===== src/rtl/fir_seq_driver.sv =====
// System-side controller for a sequential FIR core: serial coefficient load, sample
// streaming and result return. Define FIR_SEQ_DRV_SAT_EN to saturate m_data instead of truncating.
module fir_seq_driver #(
  parameter int unsigned DATA_IN_WIDTH  = 8,
  parameter int unsigned COEF_WIDTH     = 8,
  parameter int unsigned DATA_OUT_WIDTH = 18,
  parameter int unsigned ORDER          = 6,
  parameter int unsigned RESULT_WIDTH   = 16
) (
  input  logic                      clk,
  input  logic                      rst_n,
  input  logic                      tc,
  input  logic                      cfg_coef_wr,
  input  logic [COEF_WIDTH-1:0]     cfg_coef_data,
  input  logic                      cfg_commit,
  input  logic                      cfg_stop,
  output logic                      cfg_busy,
  output logic                      cfg_err,
  input  logic                      s_valid,
  output logic                      s_ready,
  input  logic [DATA_IN_WIDTH-1:0]  s_data,
  output logic                      m_valid,
  input  logic                      m_ready,
  output logic [RESULT_WIDTH-1:0]   m_data,
  output logic                      fir_coef_shift_en,
  output logic [COEF_WIDTH-1:0]     fir_coef_in,
  output logic                      fir_tc,
  output logic                      fir_run,
  output logic [DATA_IN_WIDTH-1:0]  fir_data_in,
  output logic [DATA_OUT_WIDTH-1:0] fir_init_acc_val,
  input  logic                      fir_start,
  input  logic                      fir_hold,
  input  logic [DATA_OUT_WIDTH-1:0] fir_data_out
);

  localparam int unsigned WptrW = $clog2(ORDER + 1);
  localparam int unsigned KW    = $clog2(ORDER);
  localparam logic [WptrW-1:0] WptrFull = WptrW'(ORDER);
  localparam logic [KW-1:0]    KLast    = KW'(ORDER - 1);

  typedef enum logic [1:0] {StIdle, StLoad, StRun, StDrain} state_e;

  state_e                  state_q, state_d;
  logic [WptrW-1:0]        wptr_q, wptr_d;
  logic [KW-1:0]           kcnt_q, kcnt_d;
  logic                    primed_q, primed_d;
  logic                    err_q, err_d;
  logic                    stop_q, stop_d;
  logic                    m_valid_q, m_valid_d;
  logic [RESULT_WIDTH-1:0] m_data_q, m_data_d;
  logic [COEF_WIDTH-1:0]   shadow_q [ORDER];

  logic                    out_free, fire, drain_cap, capture, commit_ok, shadow_we;
  logic [RESULT_WIDTH-1:0] res;
  logic                    unused_in;

  assign unused_in = ^{fir_hold, fir_data_out};

  assign out_free  = !m_valid_q || m_ready;
  assign commit_ok = cfg_commit && (wptr_q == WptrFull);
  assign fire      = (state_q == StRun) && fir_start && fir_run;
  assign drain_cap = (state_q == StDrain) && primed_q && fir_start && out_free;
  assign capture   = (fire && primed_q) || drain_cap;
  assign shadow_we = (state_q == StIdle) && cfg_coef_wr && !cfg_commit && (wptr_q != WptrFull);

  always_ff @(posedge clk or negedge rst_n) begin
    if (!rst_n) begin
      state_q <= StIdle;
    end else begin
      state_q <= state_d;
    end
  end

  always_comb begin
    state_d = state_q;
    unique case (state_q)
      StIdle:  if (commit_ok) state_d = StLoad;
      StLoad:  if (kcnt_q == KLast) state_d = StRun;
      StRun:   if (fir_start && stop_q) state_d = StDrain;
      StDrain: if (!primed_q || drain_cap) state_d = StIdle;
      default: state_d = StIdle;
    endcase
  end

  always_comb begin
    fir_coef_shift_en = 1'b0;
    fir_coef_in       = '0;
    fir_run           = 1'b0;
    fir_data_in       = '0;
    s_ready           = 1'b0;
    unique case (state_q)
      StLoad: begin
        fir_coef_shift_en = 1'b1;
        fir_coef_in       = shadow_q[kcnt_q];
      end
      StRun: begin
        fir_data_in = s_data;
        if (!fir_start) begin
          fir_run = 1'b1;
        end else if (!stop_q) begin
          // Before the first sample the core output is meaningless, so no sink space is needed.
          fir_run = s_valid && (out_free || !primed_q);
          s_ready = fir_run;
        end
      end
      StDrain: begin
        if (primed_q) fir_run = !fir_start || out_free;
      end
      default: ;
    endcase
  end

  always_comb begin
    wptr_d    = wptr_q;
    err_d     = err_q;
    primed_d  = primed_q;
    kcnt_d    = '0;
    stop_d    = (state_q == StRun) && (state_d == StRun) && (stop_q || cfg_stop);
    m_valid_d = m_valid_q;
    m_data_d  = m_data_q;
    if (state_q == StIdle) begin
      if (cfg_commit) begin
        wptr_d = '0;
        err_d  = !commit_ok;
        if (commit_ok) primed_d = 1'b0;
      end else if (cfg_coef_wr) begin
        if (wptr_q == WptrFull) err_d = 1'b1;
        else                    wptr_d = wptr_q + 1'b1;
      end
    end
    if (state_q == StLoad) kcnt_d = kcnt_q + 1'b1;
    if (fire) primed_d = 1'b1;
    if (state_q == StDrain && state_d == StIdle) primed_d = 1'b0;
    if (m_valid_q && m_ready) m_valid_d = 1'b0;
    if (capture) begin
      m_valid_d = 1'b1;
      m_data_d  = res;
    end
  end

  always_ff @(posedge clk or negedge rst_n) begin
    if (!rst_n) begin
      wptr_q    <= '0;
      kcnt_q    <= '0;
      primed_q  <= 1'b0;
      err_q     <= 1'b0;
      stop_q    <= 1'b0;
      m_valid_q <= 1'b0;
      m_data_q  <= '0;
    end else begin
      wptr_q    <= wptr_d;
      kcnt_q    <= kcnt_d;
      primed_q  <= primed_d;
      err_q     <= err_d;
      stop_q    <= stop_d;
      m_valid_q <= m_valid_d;
      m_data_q  <= m_data_d;
    end
  end

  // Shadow bank has no reset; it is always rewritten before a commit is accepted.
  always_ff @(posedge clk) begin
    if (shadow_we) shadow_q[wptr_q] <= cfg_coef_data;
  end

`ifdef FIR_SEQ_DRV_SAT_EN
  localparam logic [DATA_OUT_WIDTH:0] One  = (DATA_OUT_WIDTH + 1)'(1);
  localparam logic [DATA_OUT_WIDTH:0] UMax = (One << RESULT_WIDTH) - One;
  localparam logic [DATA_OUT_WIDTH:0] SMax = (One << (RESULT_WIDTH - 1)) - One;
  localparam logic [DATA_OUT_WIDTH:0] SMin = ~SMax;

  logic [DATA_OUT_WIDTH:0] ext;

  always_comb begin
    ext = {tc & fir_data_out[DATA_OUT_WIDTH-1], fir_data_out};
    res = fir_data_out[RESULT_WIDTH-1:0];
    if (tc) begin
      if ($signed(ext) > $signed(SMax))      res = SMax[RESULT_WIDTH-1:0];
      else if ($signed(ext) < $signed(SMin)) res = SMin[RESULT_WIDTH-1:0];
    end else if (ext > UMax) begin
      res = UMax[RESULT_WIDTH-1:0];
    end
  end
`else
  assign res = fir_data_out[RESULT_WIDTH-1:0];
`endif

  assign cfg_busy         = (state_q != StIdle);
  assign cfg_err          = err_q;
  assign m_valid          = m_valid_q;
  assign m_data           = m_data_q;
  assign fir_tc           = tc;
  assign fir_init_acc_val = '0;

endmodule


===== config.mk =====
export PLATFORM = sky130hd
export DESIGN_NAME = fir_seq_driver
export DESIGN_NICKNAME = d
export VERILOG_FILES = /design/src/rtl/fir_seq_driver.sv
export SDC_FILE = /design/constraint.sdc
export NUM_CORES = 1
export LEC_CHECK = 0
export ABC_CLOCK_PERIOD_IN_PS = 2050
export CAP_MARGIN = 20
export CORE_MARGIN = 8
export CORE_UTILIZATION = 40
export DETAILED_ROUTE_END_ITERATION = 16
export GPL_ROUTABILITY_DRIVEN = 0
export PLACE_DENSITY = 0.83
export RECOVER_POWER = 50
export SLEW_MARGIN = 20
export SYNTH_ARGS = -nofsm -noshare
export SYNTH_HDL_FRONTEND = slang
export SYNTH_SLANG_ARGS = --single-unit

===== constraint.sdc =====
create_clock -name clk -period 2.05 [get_ports clk]
set_input_delay 0.41 -clock clk [delete_from_list [all_inputs] [get_ports clk]]
set_output_delay 0.41 -clock clk [all_outputs]
set_load 0.02 [all_outputs]

==> results.txt, run 1 <==
The maximum VDD drop came out at 0.0007966 V. Once the floorplan was initialized, standard cells occupied 40.46% of the core. The net total in the final layout came out at 404. For this design, the sink count on the clock tree is 76. The kind of capture point of the worst setup path is a primary output.

The post-synthesis share of cell area spent on xor and xnor gates is 0.2532%. The die outline area came out at 11880 sq um. In this design, the stage delay of the slowest critical-path cell is 0.46 ns. The number of H-tree branching levels came out at 3. The number of CTS-inserted buffers came out at 9. The core footprint is 8551 sq um. For this block, the initial DRC count from the detailed router was 147. The checks that failed: setup timing. The number of flops mapped to enable cells by yosys came out at 48. The signal on the critical path passes through buf_6 -> mux2i_1 -> a22o_1 -> nor3_2 -> buf_4. The final routed DRC violation total came out at 0. Headroom to the max-slew limit came out at 54.05%. The total count of max-transition violations in the final report was 0. The clock transition at the registers of the reported paths came out at 0.08 ns. Global routing finished with a remaining overflow of 0. The worst register-to-register path has a depth of 5. The run finished, with violations left. The number of cells traversed by the worst hold path is 1. The compound-gate portion of the synthesized area is 8.933%. After detailed routing, the average wire length per cell comes to 16.70 um.

The count of TritonRoute iterations in the first routing pass is 4. The mux contribution to synthesized area came out at 13.20%. The tightest min-delay check is of the reg2reg type.

TritonCTS built the clock tree. The leakage dissipation came out at 1.891 nW. The post-route worst setup slack came out at -0.02162 ns. In this run the core area contains 34 standard-cell rows. The number of buffers and inverters on the critical path is 2. The pin slew with the least headroom to its limit is 0.6892 ns. Counting along the longest clock path gives a buffer depth of 2. The width of the die came out at 109 um.

The period utilization came out at 101.1%. The fraction of final layout cells sized beyond drive strength 1 came out at 30.75%. At the later pin of the worst-skew pair, clock insertion delay measures 0.35 ns. The slowest stage of the critical path belongs to the cell dfrtp_2.

For this design, the CTS-stage hold fixing added 0 buffers. The main combinational cell family by area after synthesis is multiplexers. The global-route wire length before repair came out at 12470 um. After routing the design area is 4725 sq um. The highest achievable clock rate is 0.4827 GHz.

The post-synthesis simple-gate area fraction is 7.269%. Prior to clock tree synthesis, the placed netlist has a worst setup slack of -0.2400 ns. The number of synthesis warnings came out at 0. The I/O pin count came out at 101. The number of cells on the critical path is 5. The hold violation total from the final report came out at 0. On the final layout, the worst clock skew is 0.01827 ns. For this run, the leading register cell type out of synthesis is edfxtp_1. The worst setup path is launched from a flip-flop. The residual antenna-violating net count after detailed routing is 0.

STA puts the critical path data required time at 1.64 ns. After synthesis, the netlist uses 48 different library cells. The final critical-path required period is 2.072 ns. Grouping stages by cell kind, the critical path spends the most delay in flip-flops. The largest fanout on the critical path came out at 5.

The maximum number of pins on one net before global-route repair is 29. The synthesized netlist occupies a cell area of 3460 sq um. The vertical extent of the die came out at 109 um. Once detailed placement completed, the half-perimeter wirelength came to 5844 um. The detailed-route wire length is 7834 um. The average via count per standard cell came out at 4.970. Sequential elements use 61.92% of the synthesized area. The total of buffers placed on input and output ports is 77. The via count of the first global-routing pass is 2515. The number of inserted diodes came out at 0. Setup repair after global routing could not meet its margin everywhere. The synthesis-stage register bit count came out at 76.

The final setup TNS came out at -0.02993 ns. The post-synthesis adder-cell area fraction came out at 1.447%. The power density over the cells is 1106 nW/um^2. Counting every instance in the synthesized netlist gives 243. The arrival time reported for the critical path endpoint came out at 1.66 ns. The share of synthesized registers carrying an async set or reset is 36.84%.

Global routing used 13.60% of the available tracks across all layers. The area added between synthesis and finish is 36.56%. The number of setup violations in the final report came out at 2. The detailed-route via count came out at 2331. The reported max-cap violation count came out at 0.

Hold timing on the final database bottoms out at a slack of 0.5107 ns. The initial antenna violation count came out at 1. The cell area after placement is 4517 sq um. The critical path is of the reg2out type. The synthesized area per cell is 14.24 sq um.

The tree is rooted in a clkbuf_8.
[worst reg2reg max path, delay by kind of cell (launching register included)]
| kind | cells | cell delay [ns] |
|---|---|---|
| muxes | 1 | 0.38 |
| DFF | 1 | 0.39 |
| buffers and inverters | 3 | 0.68 |
| AOI/OAI and AO/OA | 1 | 0.19 |
[flip-flops by register name, summed over array words and instances, names as in the netlist]
name and flops:
stop_q 1, m_valid 1, primed_q 1, shadow_q 48, kcnt_q 3, state_q 2, m_data 16, wptr_q 3
cfg_err 1
[stage by stage]
stage	util, %	total power [W]	std cells
final	55.25	0.005224	469
after global routing	55.25	0.005501	469
after CTS	55.47	0.005285	468
after detailed placement	52.82	0.004249	450
after global placement	52.82	0.004183	450
after floorplan	-	0.003262	260
[cell type report]
cell class	instances	area [sq um]
inverter	8	32.53
clock inverter	7	67.56
multi-input combinational	145	1195
timing repair buffer	116	1027
tap	108	135.1
fill	709	3826
sequential	76	2143
clock buffer	9	123.9
[per-layer routing]
layer	GRT usage (%)	wire length, um
met1	14.22	3011
met4	5.670	148
met3	3.664	449
met5	0	8
met2	25.09	4216
[final timing paths]
check / startpoint / to / slack, ns
hold / removal: m_data[12]$_DFFE_PN0P_ / m_data[12]$_DFFE_PN0P_ / 0.51
min in group asynchronous: rst_n / m_data[12]$_DFFE_PN0P_ / 0.63
max in group asynchronous: rst_n / kcnt_q[0]$_DFF_PN0_ / 0.92
setup reg to reg: state_q[0]$_DFF_PN0_ / m_data[9]$_DFFE_PN0P_ / 0.30
hold reg to reg: m_data[12]$_DFFE_PN0P_ / m_data[12]$_DFFE_PN0P_ / 0.51
setup / recovery: kcnt_q[0]$_DFF_PN0_ / fir_coef_in[4] / -0.02
[cells in the mapped netlist, types with 3 or more instances]
library cell / count / area, sq um
mux2_2: 12 / 135.1
a21oi_1: 6 / 30.03
inv_1: 6 / 22.52
buf_4: 21 / 157.7
a31oi_1: 4 / 25.02
o211ai_1: 3 / 22.52
nand2b_1: 3 / 18.77
and2_1: 9 / 56.30
mux2_4: 10 / 150.1
mux2i_1: 16 / 160.2
nand2_1: 3 / 11.26
nor2_1: 7 / 26.28
dfrtp_1: 28 / 700.7
ha_1: 4 / 50.05
o21ai_0: 9 / 45.04
buf_2: 4 / 20.02
a221oi_1: 7 / 61.31
clkbuf_1: 3 / 11.26
edfxtp_1: 48 / 1441
nor3_1: 5 / 25.02
nor2b_1: 3 / 18.77
[cell families (layout without fill, tap and decap cells)]
logic type	after synthesis	after routing
compound gates	41	41
xor+xnor	1	1
fa+ha+maj	4	4
buf+inv	39	140
flops	76	76
mux	39	39
other cells	1	18
simple gates	42	42
[timing repair]
| item | CTS | global route |
|---|---|---|
| hold endpoints to repair | 0 | 0 |
| cloned | 0 | 0 |
| buffers inserted | 2 | 1 |
| setup endpoints to repair | 20 | 17 |
| gates resized for setup | 92 | 17 |
| pin swaps | 0 | 3 |
[cell usage in the layout (no fill, tap or decap), drive strengths merged, types with 5 or more instances in the layout]
master / count
inv: 11
clkbuf: 16
and2: 10
conb: 18
nor3: 5
edfxtp: 48
clkdlybuf4s50: 47
nor2: 8
mux2i: 16
buf: 46
a21oi: 6
dlygate4sd3: 10
o21ai: 9
mux2: 23
dfrtp: 28
a221oi: 7
[power breakdown]
part	switching (W)	total (W)	leakage, nW	internal, W
registers	0.000184	0.00209	0.774	0.00191
logic	0.00103	0.00207	1.02	0.00104
clock network	0.000593	0.00106	0.0936	0.000466
(Power assumes the default switching activity.)
==> inputs of run 2 (changes only) <==
--- a/config.mk
+++ b/config.mk
@@ -9,6 +9,7 @@
 export CAP_MARGIN = 20
 export CORE_MARGIN = 8
 export CORE_UTILIZATION = 40
+export CTS_BUF_LIST = sky130_fd_sc_hd__clkbuf_8
 export DETAILED_ROUTE_END_ITERATION = 16
 export GPL_ROUTABILITY_DRIVEN = 0
 export PLACE_DENSITY = 0.83
==> constraint.sdc (replaced) <==
create_clock -name clk -period 2.05 [get_ports clk]
set_input_delay 0.5125 -clock clk [delete_from_list [all_inputs] [get_ports clk]]
set_output_delay 0.5125 -clock clk [all_outputs]
set_load 0.02 [all_outputs]
==> run 2 against run 1 <==
  * The flow still finishes with violations (setup timing)
  * Worst hold slack improved by 0.0039 ns
  * Non-clock buffer count rose by 10
  * Final cell count rose by 2.1%
  * Flip-flop and latch count did not move
  * Via count rose by 3.6%
  * Register-to-register slack got worse by 0.14 ns
  * Maximum frequency fell by 8.4%
  * Cell area rose by 6.9%
  * Wire length rose by 10%
  * Global-route usage rose by 0.17 points
  * Sequential power barely moved
  * Critical endpoint is now fir_coef_in[7]
  * Largest cell class unchanged
==> results.txt, run 2 (same netlist as run 1, synthesis figures left out) <==
The flow ran to the end, but the final reports show violations. The checks that failed: setup timing. The number of hold-repair buffers added at the cts stage came out at 0. The type of the worst min-delay path is reg2reg. The fraction of final layout cells sized beyond drive strength 1 came out at 38.81%.

STA puts the critical path data required time at 1.54 ns. STA classifies the critical path endpoint as a primary output. The class of the most critical setup path is reg2out.

The worst reg-to-reg path cell count is 7. The H-tree was split into 3 levels. The final setup TNS is -1.336 ns.

After layout, the worst path uses 110.3% of the clock period. The final critical-path required period came out at 2.261 ns. The net count of the finished layout is 414.

The highest achievable clock rate is 0.4422 GHz. Walking the worst path, the cells encountered are buf_12 -> buf_4 -> mux2_4 -> o21ai_2 -> a221oi_2 -> buf_4. The standard-cell row count came out at 34. The reported max-cap violation count came out at 0.

Setup repair after global routing could not meet its margin everywhere. On the critical path, the stage with the largest delay is an instance of dfrtp_2. Once detailed placement completed, the half-perimeter wirelength came to 5804 um.

The largest fanout on the critical path is 6. The first detailed-routing pass ran for 4 iterations. In this design, the stage delay of the slowest critical-path cell is 0.45 ns. The maximum number of pins on one net before global-route repair came out at 29. The worst setup path is launched from a flip-flop. The initial antenna violation count is 0.

Counting the buffers created by CTS gives 9. The reg-to-reg endpoint is shadow_q[2][2]$_DFFE_PP_. The register with the most flip-flops is shadow_q. At the worst endpoint, the arrival time is 1.75 ns. The total count of max-transition violations in the final report came out at 0. The path with the worst hold slack has its endpoint at m_data[9]$_DFFE_PN0P_. The most common cell type on the critical path is buf_4. The aggregate global-route resource usage came out at 13.78%.

The first global-routing pass estimated 12540 um of wire. The pin slew with the least headroom to its limit is 0.6912 ns. The power density over the cells came out at 1189 nW/um^2. The clock network latency to the later pin of the worst-skew pair came out at 0.35 ns. During I/O placement, the number of pins put on the boundary was 101.

The die covers 11880 sq um. The clock sink count came out at 76. The setup slack after placement came out at -0.4892 ns.

The hold violation total from the final report came out at 0. After detailed routing, the number of remaining DRC violations is 0. The post-route worst setup slack is -0.2112 ns. The number of setup violations in the final report is 9.

The number of inserted diodes is 0. Counting along the longest clock path gives a buffer depth of 2. Clock-pin slew was measured on the worst setup and hold paths at 0.08 ns. For this run the aggregate overflow at the end of global routing stands at 0. The core footprint came out at 8551 sq um.

In this run the most critical hold path is launched from m_data[9]$_DFFE_PN0P_. After detailed routing, the average wire length per cell comes to 18.00 um. The leakage dissipation is 2.066 nW. The width of the die is 109 um. The violation count after the first detailed-route iteration came out at 101. The number of cells traversed by the worst hold path came out at 1. The worst clock skew is 0.006727 ns. The maximum VDD drop is 0.0006092 V. The tree is rooted in a clkbuf_8. TritonCTS built the clock tree. The area added between synthesis and finish came out at 45.97%.

Measured along the y axis, the die boundary spans 109 um. The average via count per standard cell is 5.040. Summing all multi-input logic gate instances after layout gives 1285 sq um.

The launch instance of the worst register-to-register path is state_q[1]$_DFF_PN0_. The via count of the first global-routing pass came to 2533. The count of fill cells added during filler insertion came out at 659. The area taken by flip-flops and latches is 2143 sq um.

Leaving out fill and tap cells, the most frequent cell in the layout is edfxtp_1. The detailed-route via count came out at 2414. The number of flip-flops under the largest register name is 48.

The initial utilization of the core area, before any placement, comes to 40.46%. The residual antenna-violating net count after detailed routing came out at 0. Setup slack on the worst reg-to-reg path comes out at 0.16 ns. For this block, the routed nets add up to 8621 um of wire. Headroom to the max-slew limit came out at 53.92%. The total of buffers placed on input and output ports came out at 77. In the layout the commonest cells are 48 x edfxtp_1, 47 x clkdlybuf4s50_1, 46 x buf_4.
-- run 2: per-stage QoR --
| step | util (%) | hold slack [ns] | std cells | total power, W | area [sq um] |
|---|---|---|---|---|---|
| 5_1_grt | 59.06 | 0.5348 | 479 | 0.006251 | 5050 |
| 3_3_place_gp | 53.22 | 0.4770 | 447 | 0.004218 | 4551 |
| 4_1_cts | 56.23 | 0.5175 | 468 | 0.005713 | 4808 |
| 2_1_floorplan | - | 0.2169 | 260 | 0.003279 | 3567 |
| 3_5_place_dp | 53.22 | 0.4931 | 447 | 0.004282 | 4551 |
| 6_report | 59.06 | 0.5146 | 479 | 0.006003 | 5050 |
-- run 2: power breakdown --
group	internal [W]	switching, W	total [W]
Sequential	0.00191	0.000180	0.00209
Clock	0.000929	0.000547	0.00148
Combinational	0.00129	0.00115	0.00244
Total	0.00413	0.00187	0.00600
-- run 2: how the worst max path moves through the flow --
stage / startpoint / end / slack [ns] / cells past startpoint
after global routing: kcnt_q[1]$_DFF_PN0_ / fir_coef_in[7] / -0.25 / 6
after floorplan: cfg_commit / shadow_q[0][0]$_DFFE_PP_ / 0.004 / 4
after CTS: kcnt_q[1]$_DFF_PN0_ / fir_coef_in[2] / -0.18 / 6
after detailed placement: s_valid / fir_run / -0.49 / 5
final: kcnt_q[1]$_DFF_PN0_ / fir_coef_in[7] / -0.21 / 6
after global placement: s_valid / fir_run / -0.44 / 5
-- run 2: critical path, delay by kind of cell (launching register included) --
family,cells,cell delay [ns]
compound gates,2,0.19
buf+inv,3,0.46
mux,1,0.29
flops,1,0.45
-- run 2: area by class of cell --
type | instances | area share (%)
inverters | 8 | 0.6442
clock buffers | 9 | 2.453
flip-flops and latches | 76 | 42.44
well taps | 108 | 2.676
multi-input cells | 145 | 25.45
clock inverters | 7 | 2.725
repair buffers | 126 | 23.61
-- run 2: routing by layer --
metal | GRT usage [%] | vias to the layer above | wire length (um)
met5 | 0 | - | 0
met4 | 5.572 | 0 | 184
met3 | 4.255 | 17 | 576
met2 | 24.70 | 82 | 4523
met1 | 14.73 | 1198 | 3337
li1 | - | 1117 | -
-- run 2: timing repair --
| item | 4_1_cts | 5_1_grt |
|---|---|---|
| cloned | 0 | 2 |
| buffers inserted | 5 | 9 |
| endpoints found under the setup margin | 20 | 20 |
| pin swaps | 1 | 11 |
| gates resized for setup | 102 | 50 |
